<file path="src/rtl/if_pkg.sv">
// Shared definitions for the instruction-fetch stage: counter op codes,
// fetch FSM states and the default halt opcode.
package if_pkg;

   localparam logic [1:0] PC_OP_LOAD = 2'b00;
   localparam logic [1:0] PC_OP_HOLD = 2'b01;
   localparam logic [1:0] PC_OP_INC  = 2'b10;
   localparam logic [1:0] PC_OP_DEC  = 2'b11;

   localparam logic [3:0] HALT_OPCODE_DEF = 4'hF;

   typedef enum logic [1:0] {
      S_INIT = 2'd0,
      S_RUN  = 2'd1,
      S_HALT = 2'd2
   } fetch_state_e;

endpackage

</file>
<file path="src/rtl/if_id_reg.sv">
// IF/ID pipeline register: loads a fetched instruction with its PC, holds, or
// flushes the valid bit. Flush wins over load.
module if_id_reg #(
   parameter int PC_W    = 4,
   parameter int INSTR_W = 16
) (
   input  logic               clock,
   input  logic               reset,
   input  logic               load,
   input  logic               flush,
   input  logic [INSTR_W-1:0] load_instr,
   input  logic [PC_W-1:0]    load_pc,
   output logic [INSTR_W-1:0] instr,
   output logic [PC_W-1:0]    pc,
   output logic               valid
);

   logic [INSTR_W-1:0] instr_q, instr_d;
   logic [PC_W-1:0]    pc_q, pc_d;
   logic               valid_q, valid_d;

   always_comb begin
      instr_d = instr_q;
      pc_d    = pc_q;
      valid_d = valid_q;
      if (flush) begin
         valid_d = 1'b0;
      end else if (load) begin
         instr_d = load_instr;
         pc_d    = load_pc;
         valid_d = 1'b1;
      end
   end

   always_ff @(posedge clock or posedge reset) begin
      if (reset) begin
         instr_q <= '0;
         pc_q    <= '0;
         valid_q <= 1'b0;
      end else begin
         instr_q <= instr_d;
         pc_q    <= pc_d;
         valid_q <= valid_d;
      end
   end

   assign instr = instr_q;
   assign pc    = pc_q;
   assign valid = valid_q;

endmodule

</file>
<file path="src/rtl/if_fetch_stage.sv">
// Instruction-fetch stage: steers the external PC counter, reads instruction
// memory and fills IF/ID. Define IF_REWIND_EN to add the rewind input.
module if_fetch_stage
   import if_pkg::*;
#(
   parameter int         PC_W        = 4,
   parameter int         INSTR_W     = 16,
   parameter logic [3:0] HALT_OPCODE = HALT_OPCODE_DEF
) (
   input  logic               clock,
   input  logic               reset,
   input  logic [PC_W-1:0]    pc_in,
   output logic [PC_W-1:0]    imem_addr,
   input  logic [INSTR_W-1:0] imem_data,
   input  logic               branch_taken,
   input  logic [PC_W-1:0]    branch_target,
`ifdef IF_REWIND_EN
   input  logic               rewind,
`endif
   input  logic               id_ready,
   output logic [1:0]         pc_op,
   output logic [PC_W-1:0]    pc_value,
   output logic               cnt_enable,
   output logic [INSTR_W-1:0] instr_out,
   output logic [PC_W-1:0]    instr_pc,
   output logic               instr_valid,
   output logic               halted
);

   fetch_state_e state_q, state_d;
   logic         halted_q, halted_d;
   logic         ifid_load, ifid_flush;
   logic         stall;
   logic         is_halt;

   assign imem_addr = pc_in;
   assign stall     = instr_valid && !id_ready;
   assign is_halt   = (imem_data[INSTR_W-1 -: 4] == HALT_OPCODE);

   always_comb begin
      state_d    = state_q;
      pc_op      = PC_OP_HOLD;
      pc_value   = pc_in;
      cnt_enable = 1'b1;
      ifid_load  = 1'b0;
      ifid_flush = 1'b0;
      case (state_q)
         S_INIT: begin
            // Counter clears on the next edge while disabled.
            cnt_enable = 1'b0;
            pc_value   = '0;
            state_d    = S_RUN;
         end
         S_RUN: begin
            if (branch_taken) begin
               pc_op      = PC_OP_LOAD;
               pc_value   = branch_target;
               ifid_flush = 1'b1;
`ifdef IF_REWIND_EN
            end else if (rewind) begin
               pc_op      = PC_OP_DEC;
               ifid_flush = 1'b1;
`endif
            end else if (stall) begin
               pc_op = PC_OP_HOLD;
            end else if (is_halt) begin
               pc_op     = PC_OP_HOLD;
               ifid_load = 1'b1;
               state_d   = S_HALT;
            end else begin
               pc_op     = PC_OP_INC;
               ifid_load = 1'b1;
            end
         end
         S_HALT: begin
            // The captured halt instruction drains once, then IF/ID stays empty.
            if (instr_valid && id_ready) begin
               ifid_flush = 1'b1;
            end
         end
         default: state_d = S_INIT;
      endcase
      halted_d = (state_d == S_HALT);
   end

   always_ff @(posedge clock or posedge reset) begin
      if (reset) begin
         state_q  <= S_INIT;
         halted_q <= 1'b0;
      end else begin
         state_q  <= state_d;
         halted_q <= halted_d;
      end
   end

   assign halted = halted_q;

   if_id_reg #(
      .PC_W    (PC_W),
      .INSTR_W (INSTR_W)
   ) u_if_id_reg (
      .clock      (clock),
      .reset      (reset),
      .load       (ifid_load),
      .flush      (ifid_flush),
      .load_instr (imem_data),
      .load_pc    (pc_in),
      .instr      (instr_out),
      .pc         (instr_pc),
      .valid      (instr_valid)
   );

endmodule

</file>
<file path="config.mk">
export PLATFORM = sky130hd
export DESIGN_NAME = if_fetch_stage
export DESIGN_NICKNAME = d
export VERILOG_FILES = /design/src/rtl/if_pkg.sv /design/src/rtl/if_id_reg.sv /design/src/rtl/if_fetch_stage.sv
export SDC_FILE = /design/constraint.sdc
export NUM_CORES = 1
export LEC_CHECK = 0
export BUFFER_PORTS_ARGS = -buffer_cell sky130_fd_sc_hd__buf_2
export CORE_UTILIZATION = 48
export CTS_CLUSTER_SIZE = 16
export DETAILED_ROUTE_END_ITERATION = 10
export PLACE_DENSITY = 0.94
export SYNTH_ARGS = -nofsm -noshare
export SYNTH_HDL_FRONTEND = slang
export SYNTH_SLANG_ARGS = --single-unit
</file>
<file path="constraint.sdc">
create_clock -name clock -period 3.99 [get_ports clock]
set_clock_uncertainty 0.2 [all_clocks]
set_input_delay 0.798 -clock clock [delete_from_list [all_inputs] [get_ports clock]]
set_output_delay 0.798 -clock clock [all_outputs]
set_load 0.02 [all_outputs]
</file>
==> summary.md, run 1 <==
| Metric | Value |
|---|---|
| Via density | `5.38` |
| WL per Instance | `~14 um` |
| Syn Inst Count | `just under 90` |
| Clock transition at the registers of the reported paths | `0.14 ns` |
| Later-pin clock latency in the skew report | `between 0.3 and 0.4 ns` |
| Vias in the first global route | `940` |
| Total Routing Usage GR | `about a fifth` |
| Initial DRC Count | `1` |
| Ant diodes | `0` |
| CTS Hold Bufs | `0` |
| Crit Path Category | `reg2out` |
| Data required, critical path | `2.99 ns` |
| Synth top area share | `approximately half` |
| Final setup fails | `0` |
| Final period util | `a little under three quarters` |
| Total gr overflow | `0` |
| Post-synth top area cell | `dfrtp_1` |
| First-pass GRT wire length | `3950 um` |
| Synth Flop Type | `dfrtp_1` |
| Top-count cell post-synth | `dfrtp_1` |
| Crit path launch type | `flop` |
| Yosys warnings | `0` |
| Antenna violations before repair | `0` |
| Clk sinks | `24` |
| Final Hold Fails | `0` |
| Clk root buf | `clkbuf_4` |
| Drt drc | `0` |
| Syn Std Cell Area | `1190 um2` |
| Crit path capture type | `output pin` |
| DP Area | `about 1500 um2` |
| Tightest Pin Transition | `1.05 ns` |
| Layout cells sized above 1 | `a little over three fifths` |
| Rel. slew slack | `about 30%` |
| Post-synthesis sequential area ratio | `between 50% and 60%` |
| I/O pin total | `~60` |
| Final instance area | `about 1500 um2` |
| Leakage | `between 0.7 and 0.8 nW` |
| Pwr/cell area | `around 800 nW/um2` |
| Starting Density | `a little over half` |
| Die W | `approximately 52 um` |
| Fmax | `~0.35 GHz` |
| CP arrival | `around 1.9 ns` |
| Placer congestion estimate | `0.794` |
| Top cells by area, synth | `dfrtp_1 (51%), mux2_2 (21%), ha_1 (4.2%)` |
| Setup Buffers After CTS | `0` |
| Worst Hold Class | `reg2reg` |
| Async S/R FF share, synth | `100%` |
| IR Drop Worst-Case VDD | `between 0.5 and 0.6 mV` |
| Worst hold start | `u_if_id_reg.instr[2]$_DFFE_PP0P_` |
| Area growth, synth to finish | `27.5%` |
| HPWL Detailed | `1860 um` |
| Buf+Inv Stages, Crit Path | `2` |
| Die ar. | `2680 um2` |
| Seq cells post-synth | `24` |
| Min Tclk post-route | `between 2 and 3 ns` |
| Port bufs | `60` |
| RSZ-0062 raised after global routing | `false` |
| DIE HEIGHT | `between 50 and 60 um` |
| Fin. max-slew vios | `0` |
| Crit-path cells | `inv_1 -> ha_1 -> nand2b_4 -> o21ai_0 -> a32o_1 -> buf_2` |
| Post-synth EDFFs | `0` |
| Via count | `roughly 930` |
| Top delay family on crit path | `flip-flops` |
| Worst path max stage delay | `0.48 ns` |
| Final nets | `177` |
| Crit-path max FO | `10` |
| Status | `complete, no violations` |
| Row cnt | `17` |
| TritonRoute pass-1 iters | `2` |
| Mapped Nets | `120` |
| R2R Path Start | `state_q[1]$_DFF_PP0_` |
| Total of max-cap violations | `0` |
| Max Root-Sink Buffers | `2` |
| Post-cts gate resize count | `0` |
| Post-route ant nets | `0` |
| Synth top cells by count | `dfrtp_1 (24), mux2_2 (22), buf_4 (6), ha_1 (4), inv_1 (4)` |
| Sum Neg Setup Slack | `0 ns` |
| CTS tree | `yes` |
| Synth cell types | `28` |
| Level count of the clock H-tree | `1` |
| Core Box Area | `2280 um2` |
| Mean Syn Cell Area | `13.5 um2` |
| Largest net degree at the start of global routing | `25` |
| Slowest cell on the critical path | `dfrtp_1` |
| CTS buffer count | `3` |
| CP startpoint | `state_q[1]$_DFF_PP0_` |
| Routed WL | `about 2400 um` |
==> cell usage in the layout, fill, tap and decap left out, drive strengths merged <==
master / n
a21boi: 1
nand2b: 2
o221a: 1
nor3: 2
a21oi: 2
dfrtp: 24
o21ai: 2
clkbuf: 3
a21bo: 1
a41oi: 1
and4: 1
o41ai: 1
ha: 4
buf: 60
and2b: 1
nand4: 1
inv: 4
o22ai: 1
nand2: 1
mux2: 23
bufinv: 1
nor2: 2
nand3b: 1
a22o: 3
a32o: 1
==> cell type report <==
class / count / area (um2)
tap: 28 / 35.0
multi-input combinational: 52 / 512
clock inverter: 1 / 30.0
inverter: 4 / 15.0
sequential: 24 / 601
timing repair buffer: 60 / 300
fill: 182 / 761
clock buffer: 3 / 22.5
==> state kept, by name, summed over array words and instances (netlist names) <==
name               cells
u_if_id_reg.pc         4
u_if_id_reg.valid      1
halted                 1
u_if_id_reg.instr     16
state_q                2
==> power by group <==
group          switching [mW]  internal (mW)  total, mW
combinational           0.361          0.255      0.616
clock                  0.0739          0.102      0.175
sequential             0.0662          0.357      0.424
==> worst paths after layout <==
check / cells after the start / slack, ns / end
min in group asynchronous: 2 / 0.46 / u_if_id_reg.instr[13]$_DFFE_PP0P_
max in group asynchronous: 2 / 2.58 / u_if_id_reg.pc[3]$_DFFE_PP0P_
hold reg to reg: 1 / 0.30 / u_if_id_reg.instr[2]$_DFFE_PP0P_
setup reg to reg: 5 / 1.37 / u_if_id_reg.instr[4]$_DFFE_PP0P_
hold / removal: 1 / 0.30 / u_if_id_reg.instr[2]$_DFFE_PP0P_
setup / recovery: 6 / 1.13 / pc_value[2]
==> through the flow <==
step	setup WS, ns	total power [mW]	utilization [%]	hold slack (ns)	instances
2_1_floorplan	1.40	0.858	-	0.359	88
3_3_place_gp	1.36	1.02	64.3	0.266	168
3_5_place_dp	1.27	1.05	64.3	0.280	168
4_1_cts	1.12	1.22	66.6	0.310	172
5_1_grt	1.04	1.29	66.6	0.334	172
6_report	1.13	1.21	66.6	0.303	172
==> worst register-to-register path, stage by stage (launching register included) <==
cell and delay (ns):
dfrtp_1 0.48, inv_1 0.10, ha_1 0.31, a21bo_2 0.21
a21oi_2 0.79, mux2_2 0.43
==> layer usage <==
layer	up-vias	part of all wire, %	track usage, %
met3	4	6.4	2.92
met1	445	45	25.8
li1	425	-	-
met5	-	0	0
met4	0	1.5	10.4
met2	51	47	33.3
==> cells by family (layout without fill, tap and decap cells) <==
| logic type | count (synthesis) | count (layout) | share of synthesized area, % |
|---|---|---|---|
| AO/OA/AOI/OAI | 14 | 14 | 11.1 |
| flip-flops | 24 | 24 | 50.5 |
| adder cells (fa/ha/maj) | 4 | 4 | 4.21 |
| multiplexers | 23 | 23 | 21.8 |
| buffers and inverters | 12 | 68 | 6.42 |
| AND/OR/NAND/NOR | 11 | 11 | 6.00 |
(Power assumes the default switching activity.)
==> run 2, diff against run 1 <==
--- a/config.mk
+++ b/config.mk
@@ -5,11 +5,12 @@
 export SDC_FILE = /design/constraint.sdc
 export NUM_CORES = 1
 export LEC_CHECK = 0
+export ABC_AREA = 1
 export BUFFER_PORTS_ARGS = -buffer_cell sky130_fd_sc_hd__buf_2
-export CORE_UTILIZATION = 48
+export CORE_UTILIZATION = 44
 export CTS_CLUSTER_SIZE = 16
 export DETAILED_ROUTE_END_ITERATION = 10
-export PLACE_DENSITY = 0.94
+export PLACE_DENSITY = 0.88
 export SYNTH_ARGS = -nofsm -noshare
 export SYNTH_HDL_FRONTEND = slang
 export SYNTH_SLANG_ARGS = --single-unit
==> constraint.sdc (replaced) <==
create_clock -name clock -period 2.9 [get_ports clock]
set_clock_uncertainty 0.2 [all_clocks]
set_input_delay 0.58 -clock clock [delete_from_list [all_inputs] [get_ports clock]]
set_output_delay 0.58 -clock clock [all_outputs]
set_load 0.02 [all_outputs]
==> summary.md, run 2 <==
| Metric | Value |
|---|---|
| HPWL Detailed | `2080 um (+12%)` |
| Number of flip-flops in the largest register | `16 (unchanged)` |
| Placed cells | `226 (+35%)` |
| Final nets | `233 (+32%)` |
| Vias in the first global route | `978 (+4.0%)` |
| CP arrival | `1.78 ns (-0.08 ns)` |
| Level count of the clock H-tree | `1 (unchanged)` |
| R2R Path Start | `state_q[1]$_DFF_PP0_` |
| CP startpoint | `state_q[1]$_DFF_PP0_` |
| Routed WL | `2670 um (+13%)` |
| Clk root buf | `clkbuf_4` |
| Port bufs | `60 (unchanged)` |
| Total gr overflow | `0 (unchanged)` |
| Die W | `54.3 um (+4.9%)` |
| Top cells by area, synth | `dfrtp_1 (50%), nand2_1 (18%), nand3_1 (9.2%)` |
| TritonRoute pass-1 iters | `4 (+2)` |
| Final period util | `88.2%` |
| CTS buffer count | `3 (unchanged)` |
| WL per Instance | `11.6 um (-16%)` |
| Data required, critical path | `2.12 ns (-0.87 ns)` |
| RSZ-0062 raised after global routing | `false` |
| Commonest non-fill, non-tap cell in the layout | `buf_2` |
| Crit path launch type | `flop` |
| Crit-path max FO | `6 (-4)` |
| R2R Path End | `u_if_id_reg.instr[5]$_DFFE_PP0P_` |
| Antenna violations before repair | `0 (unchanged)` |
| CTS Hold Bufs | `0 (unchanged)` |
| Die ar. | `2950 um2 (+10%)` |
| Starting Density | `47.7% (-4.6 points)` |
| Synth cell types | `18 (-36%)` |
| Largest net degree at the start of global routing | `25 (unchanged)` |
| Post-synth EDFFs | `0 (unchanged)` |
| Status | `complete, no violations` |
| R2R Setup Slk | `0.75 ns (-0.62 ns)` |
| Post-cts gate resize count | `0 (unchanged)` |
| Total Routing Usage GR | `19.6% (-0.66 points)` |
| Mapped Nets | `177 (+48%)` |
| Post-synthesis sequential area ratio | `49.9% (-0.58 points)` |
| Crit path capture type | `output pin` |
| Fin. max-slew vios | `0 (unchanged)` |
| Worst Hold Class | `in2async` |
| Initial DRC Count | `19 (+18)` |
| Via count | `1137 (+23%)` |
| Pwr/cell area | `1030 nW/um2 (+29%)` |
| Most frequent cells in the layout | `buf_2 (60), nand2_1 (58), dfrtp_1 (24), nand3_1 (22), inv_1 (10)` |
| Syn Std Cell Area | `1200 um2 (+1.2%)` |
| Placer congestion estimate | `0.788 (-0.81%)` |
| Clk sinks | `24 (unchanged)` |
| Crit Path Category | `reg2out` |
| Area growth, synth to finish | `25.3%` |
| DIE HEIGHT | `54.3 um (+4.9%)` |
| Tightest Pin Transition | `0.882 ns (-0.170 ns)` |
| Fmax | `about 0.39 GHz` |
| Synth top cells by count | `nand2_1 (58), dfrtp_1 (24), nand3_1 (22), inv_1 (10), buf_4 (6)` |
| First-pass GRT wire length | `4090 um (+3.7%)` |
| Syn Inst Count | `145 (+65%)` |
| Core Box Area | `2520 um2 (+11%)` |
| I/O pin total | `61 (unchanged)` |
| Seq cells post-synth | `24 (unchanged)` |
| Clock transition at the registers of the reported paths | `0.12 ns (-0.02 ns)` |
| Register-to-Register Path Depth | `8 (+3)` |
| Rel. slew slack | `41.1% (+11 points)` |
| Sum Neg Setup Slack | `0 ns (unchanged)` |
| Mean Syn Cell Area | `8.29 um2 (-39%)` |
| Drt drc | `0 (unchanged)` |
| Synth top area share | `49.9% (-0.58 points)` |
| Leakage | `0.917 nW (+19%)` |
| Total of max-cap violations | `0 (unchanged)` |
| Post-route ant nets | `0 (unchanged)` |
| Layout cells sized above 1 | `35.0% (-28 points)` |
| Post-synth top area cell | `dfrtp_1` |
| Ant diodes | `0 (unchanged)` |
| IR Drop Worst-Case VDD | `0.592 mV (+13%)` |
| Setup Buffers After CTS | `0 (unchanged)` |
| Async S/R FF share, synth | `100% (unchanged)` |
| Via density | `4.94 (-8.1%)` |
| CTS tree | `yes` |
| Synth Flop Type | `dfrtp_1` |
| Max Root-Sink Buffers | `2 (unchanged)` |
| Top-count cell post-synth | `nand2_1` |
| Row cnt | `18 (+1)` |
| Cell Count, Final, Fillers Out | `230 (+34%)` |
| Later-pin clock latency in the skew report | `0.30 ns (about the same)` |
| Min Tclk post-route | `~2.6 ns` |
| Final setup fails | `0 (unchanged)` |
| Final Hold Fails | `0 (unchanged)` |
| Yosys warnings | `0 (unchanged)` |
run 2: cell types whose count changed after synthesis, moves of 2 or more:
cell and delta:
nand2_1 +57, a22o_1 -3, nor3_1 -2, nand3_1 +22
nand2_2 +3, a22oi_1 +5, inv_1 +6, mux2_2 -22
run 2: critical path, cell delays in order, from the launching register on:
cell     delay (ns)
dfrtp_1        0.45
inv_1          0.09
ha_1           0.27
nand2_2        0.13
inv_1          0.15
nand2_1        0.07
a22oi_1        0.13
buf_2          0.19
run 2: routing by layer:
layer | part of all wire, % | routed length (um) | GRT usage [%]
met1 | 40 | 1070 | 23.4
met2 | 54 | 1430 | 35.4
met3 | 4.3 | 115 | 2.50
met4 | 1.6 | 43 | 7.69
met5 | 0 | 0 | 0
run 2: stage by stage:
stage | worst slack [ns] | util (%) | instance area (um2) | hold WS [ns] | power, mW
3_5_place_dp | 0.705 | 58.3 | 1470 | 0.261 | 1.40
6_report | 0.343 | 59.7 | 1510 | 0.242 | 1.55
5_1_grt | 0.198 | 59.7 | 1510 | 0.287 | 1.68
4_1_cts | 0.340 | 59.7 | 1510 | 0.270 | 1.57
2_1_floorplan | 0.775 | - | 1200 | 0.363 | 1.16
3_3_place_gp | 0.761 | 58.3 | 1470 | 0.250 | 1.37
run 2: worst max path at each step:
stage / cells past startpoint / end
6_report: 7 / pc_value[3]
3_3_place_gp: 7 / pc_value[3]
5_1_grt: 7 / pc_value[1]
4_1_cts: 7 / pc_value[3]
2_1_floorplan: 6 / pc_value[0]
3_5_place_dp: 7 / pc_value[3]
run 2: where the power goes:
group          switching, mW  total (mW)  internal [mW]
Combinational          0.555       0.820          0.264
Sequential            0.0839       0.564          0.481
Clock                 0.0931       0.170         0.0766
Total                  0.732        1.55          0.822
run 2: cells by family after synthesis:
family / count (synthesis) / synth area share [%]
buf+inv: 21 / 9.89
simple gates: 87 / 31.1
compound gates: 9 / 4.89
fa+ha+maj: 4 / 4.16
flops: 24 / 49.9
run 2: area by class of cell:
class	count	area [um2]
fillers	247	1020
multi-input cells	100	483
inverters	11	41.3
well taps	30	37.5
flip-flops and latches	24	601
clock buffers	4	36.3
repair buffers	61	308
==> run 3, diff against run 2 <==
--- a/config.mk
+++ b/config.mk
@@ -7,10 +7,11 @@
 export LEC_CHECK = 0
 export ABC_AREA = 1
 export BUFFER_PORTS_ARGS = -buffer_cell sky130_fd_sc_hd__buf_2
-export CORE_UTILIZATION = 44
+export CORE_UTILIZATION = 45
 export CTS_CLUSTER_SIZE = 16
 export DETAILED_ROUTE_END_ITERATION = 10
-export PLACE_DENSITY = 0.88
+export PLACE_DENSITY = 0.89
 export SYNTH_ARGS = -nofsm -noshare
 export SYNTH_HDL_FRONTEND = slang
+export SYNTH_HIERARCHICAL = 1
 export SYNTH_SLANG_ARGS = --single-unit
==> constraint.sdc (replaced) <==
create_clock -name clock -period 2.9 [get_ports clock]
set_clock_uncertainty 0.2 [all_clocks]
set_input_delay 0.58 -clock clock [delete_from_list [all_inputs] [get_ports clock]]
set_output_delay 0.58 -clock clock [all_outputs]
set_load 0.1 [all_outputs]
==> summary.md, run 3 <==
| Metric | Value |
|---|---|
| Final Core Density | `64.9% (+5.2 points)` |
| Final Hold Fails | `0 (unchanged)` |
| Ant diodes | `0 (unchanged)` |
| Final setup fails | `0 (unchanged)` |
| Total Routing Usage GR | `21.8% (+2.2 points)` |
| Placer congestion estimate | `0.824 (+4.6%)` |
| Area growth, synth to finish | `34.1%` |
| Final hold slack | `0.281 ns (+0.0384 ns)` |
| Top cells by area, synth | `dfrtp_1 (50%), nand2_1 (16%), nand3_1 (9.1%)` |
| Starting Density | `48.4% (+0.73 points)` |
| Core Box Area | `2500 um2 (-0.89%)` |
| Clk sinks | `24 (unchanged)` |
| Syn Inst Count | `149 (+2.8%)` |
| Register-to-Register Path Depth | `8 (unchanged)` |
| Worst path max stage delay | `0.43 ns (-0.02 ns)` |
| Crit Path Category | `reg2out` |
| Post-synth top area cell | `dfrtp_1` |
| Data required, critical path | `2.12 ns (about the same)` |
| First-pass GRT wire length | `4470 um (+9.3%)` |
| Row cnt | `18 (unchanged)` |
| Initial DRC Count | `10 (-9)` |
| Total gr overflow | `0 (unchanged)` |
| Seq cells post-synth | `24 (unchanged)` |
| Number of flip-flops in the largest register | `16 (unchanged)` |
| Largest net degree at the start of global routing | `23 (-8.0%)` |
| Final period util | `93.3% (+5.2 points)` |
| Later-pin clock latency in the skew report | `0.30 ns (about the same)` |
| Die ar. | `2900 um2 (-1.6%)` |
| Synth top area share | `49.6% (-0.31 points)` |
| Hold Path End | `u_if_id_reg/instr[1]$_DFFE_PP0P_` |
| Total of max-cap violations | `0 (unchanged)` |
| Commonest non-fill, non-tap cell in the layout | `buf_2` |
| Synth top cells by count | `nand2_1 (52), dfrtp_1 (24), nand3_1 (22), inv_1 (17), buf_4 (6)` |
| Mean Syn Cell Area | `8.12 um2 (-2.1%)` |
| Level count of the clock H-tree | `1 (unchanged)` |
| CTS buffer count | `3 (unchanged)` |
| Synth Flop Type | `dfrtp_1` |
| Cell Count, Final, Fillers Out | `235 (+2.2%)` |
| CTS tree | `yes` |
| CP arrival | `1.93 ns (+0.15 ns)` |
| R2R Path Start | `state_q[1]$_DFF_PP0_` |
| TritonRoute pass-1 iters | `4 (unchanged)` |
| Async S/R FF share, synth | `100% (unchanged)` |
| Syn Std Cell Area | `1210 um2 (+0.62%)` |
| Crit-path max FO | `6 (unchanged)` |
| Top-count cell post-synth | `nand2_1` |
| Crit-path cells | `inv_1 -> ha_2 -> nand2_1 -> inv_1 -> nand2_1 -> o21ai_4 -> buf_4` |
| Port bufs | `60 (unchanged)` |
| Placed cells | `230 (+1.8%)` |
| Tightest Pin Transition | `0.794 ns (-0.0876 ns)` |
| Fin. max-slew vios | `0 (unchanged)` |
| Crit path launch type | `flop` |
| Die W | `53.9 um (-0.78%)` |
| RSZ-0062 raised after global routing | `false` |
| Fmax | `0.369 GHz (-5.5%)` |
| Setup Buffers After CTS | `0 (unchanged)` |
| Via density | `4.65 (-6.0%)` |
| Layout cells sized above 1 | `39.0% (+4.0 points)` |
| Hold Path Stages | `2` |
| Routed WL | `2710 um (+1.7%)` |
| Rel. slew slack | `47.0% (+5.8 points)` |
| Min Tclk post-route | `2.71 ns (+0.150 ns)` |
| Status | `complete, no violations` |
| Post-synthesis sequential area ratio | `49.6% (-0.31 points)` |
| Slowest cell on the critical path | `dfrtp_1` |
| Mapped Nets | `181 (+2.3%)` |
| Clock transition at the registers of the reported paths | `0.13 ns (about the same)` |
| Worst Hold Class | `reg2reg` |
| Most frequent cells in the layout | `buf_2 (56), nand2_1 (52), dfrtp_1 (24), nand3_1 (22), inv_1 (16)` |
| WL per Instance | `11.5 um (-0.48%)` |
| Clk root buf | `clkbuf_4` |
| Yosys warnings | `6 (+6)` |
| Vias in the first global route | `1024 (+4.7%)` |
| I/O pin total | `61 (unchanged)` |
| Synth cell types | `20 (+2)` |
| R2R Path End | `u_if_id_reg/instr[5]$_DFFE_PP0P_` |
| Sum Neg Setup Slack | `0 ns (unchanged)` |
| Antenna violations before repair | `0 (unchanged)` |
| Post-synth EDFFs | `0 (unchanged)` |
| Max Root-Sink Buffers | `2 (unchanged)` |
| R2R Setup Slk | `0.70 ns (-0.05 ns)` |
| Final nets | `238 (+2.1%)` |
| Crit path capture type | `output pin` |
| Post-route ant nets | `0 (unchanged)` |
| Drt drc | `0 (unchanged)` |
| Via count | `1092 (-4.0%)` |
| DIE HEIGHT | `53.9 um (-0.78%)` |
| HPWL Detailed | `2120 um (+2.3%)` |
| Worst hold start | `u_if_id_reg/instr[1]$_DFFE_PP0P_` |
run 3: kinds of logic (layout without fill, tap and decap cells):
family | Yosys count | count (layout) | share of synthesized area [%]
and+or+nand+nor | 83 | 83 | 29.5
buffers and inverters | 28 | 84 | 12.0
DFF | 24 | 24 | 49.6
AOI/OAI and AO/OA | 10 | 10 | 4.76
adders and majority gates | 4 | 4 | 4.14
run 3: through the flow:
stage	instance area, um2	setup slack, ns
after floorplan	1280	0.162
after global placement	1550	0.380
after detailed placement	1550	0.304
after CTS	1620	0.0668
after global routing	1620	0.0489
final	1620	0.193
run 3: layout make-up:
cell class                      count  area (um2)
Clock buffer                        3        22.5
Tap cell                           30        37.5
Inverter                           18        71.3
Fill cell                         243         877
Multi-Input combinational cell     97         533
Timing Repair Buffer               62         328
Clock inverter                      1        30.0
Sequential cell                    24         601
run 3: worst max-delay path, delay by kind of cell (launching register included):
family	cells	cell delay, ns
compound gates	1	0.07
fa+ha+maj	1	0.28
buf+inv	3	0.59
flops	1	0.43
simple gates	2	0.25
run 3: worst max path at each step:
stage                              to  slack (ns)                     startpoint
final                     pc_value[2]        0.19           state_q[1]$_DFF_PP0_
after global routing      pc_value[1]        0.05           state_q[1]$_DFF_PP0_
after CTS                 pc_value[2]        0.07           state_q[1]$_DFF_PP0_
after detailed placement  pc_value[2]        0.30           state_q[1]$_DFF_PP0_
after global placement    pc_value[1]        0.38           state_q[1]$_DFF_PP0_
after floorplan              pc_op[1]        0.16  u_if_id_reg/valid$_DFFE_PP0P_
run 3: routing by layer:
metal,wire length (um),vias to the layer above,GRT usage [%]
met5,0,-,0
met4,15,0,3.95
met3,103,2,6.78
met2,1440,22,38.7
met1,1150,495,25.8
li1,-,573,-
run 3: what timing repair did:
item,CTS,global route
cloned,0,0
gates resized for setup,4,1
endpoints found under the hold margin,3,0
hold buffers,1,0
setup endpoints to repair,4,4
Power of run 3 is not shown: default switching activity piles up to over one toggle a cycle in this logic, so the estimate is an artifact.
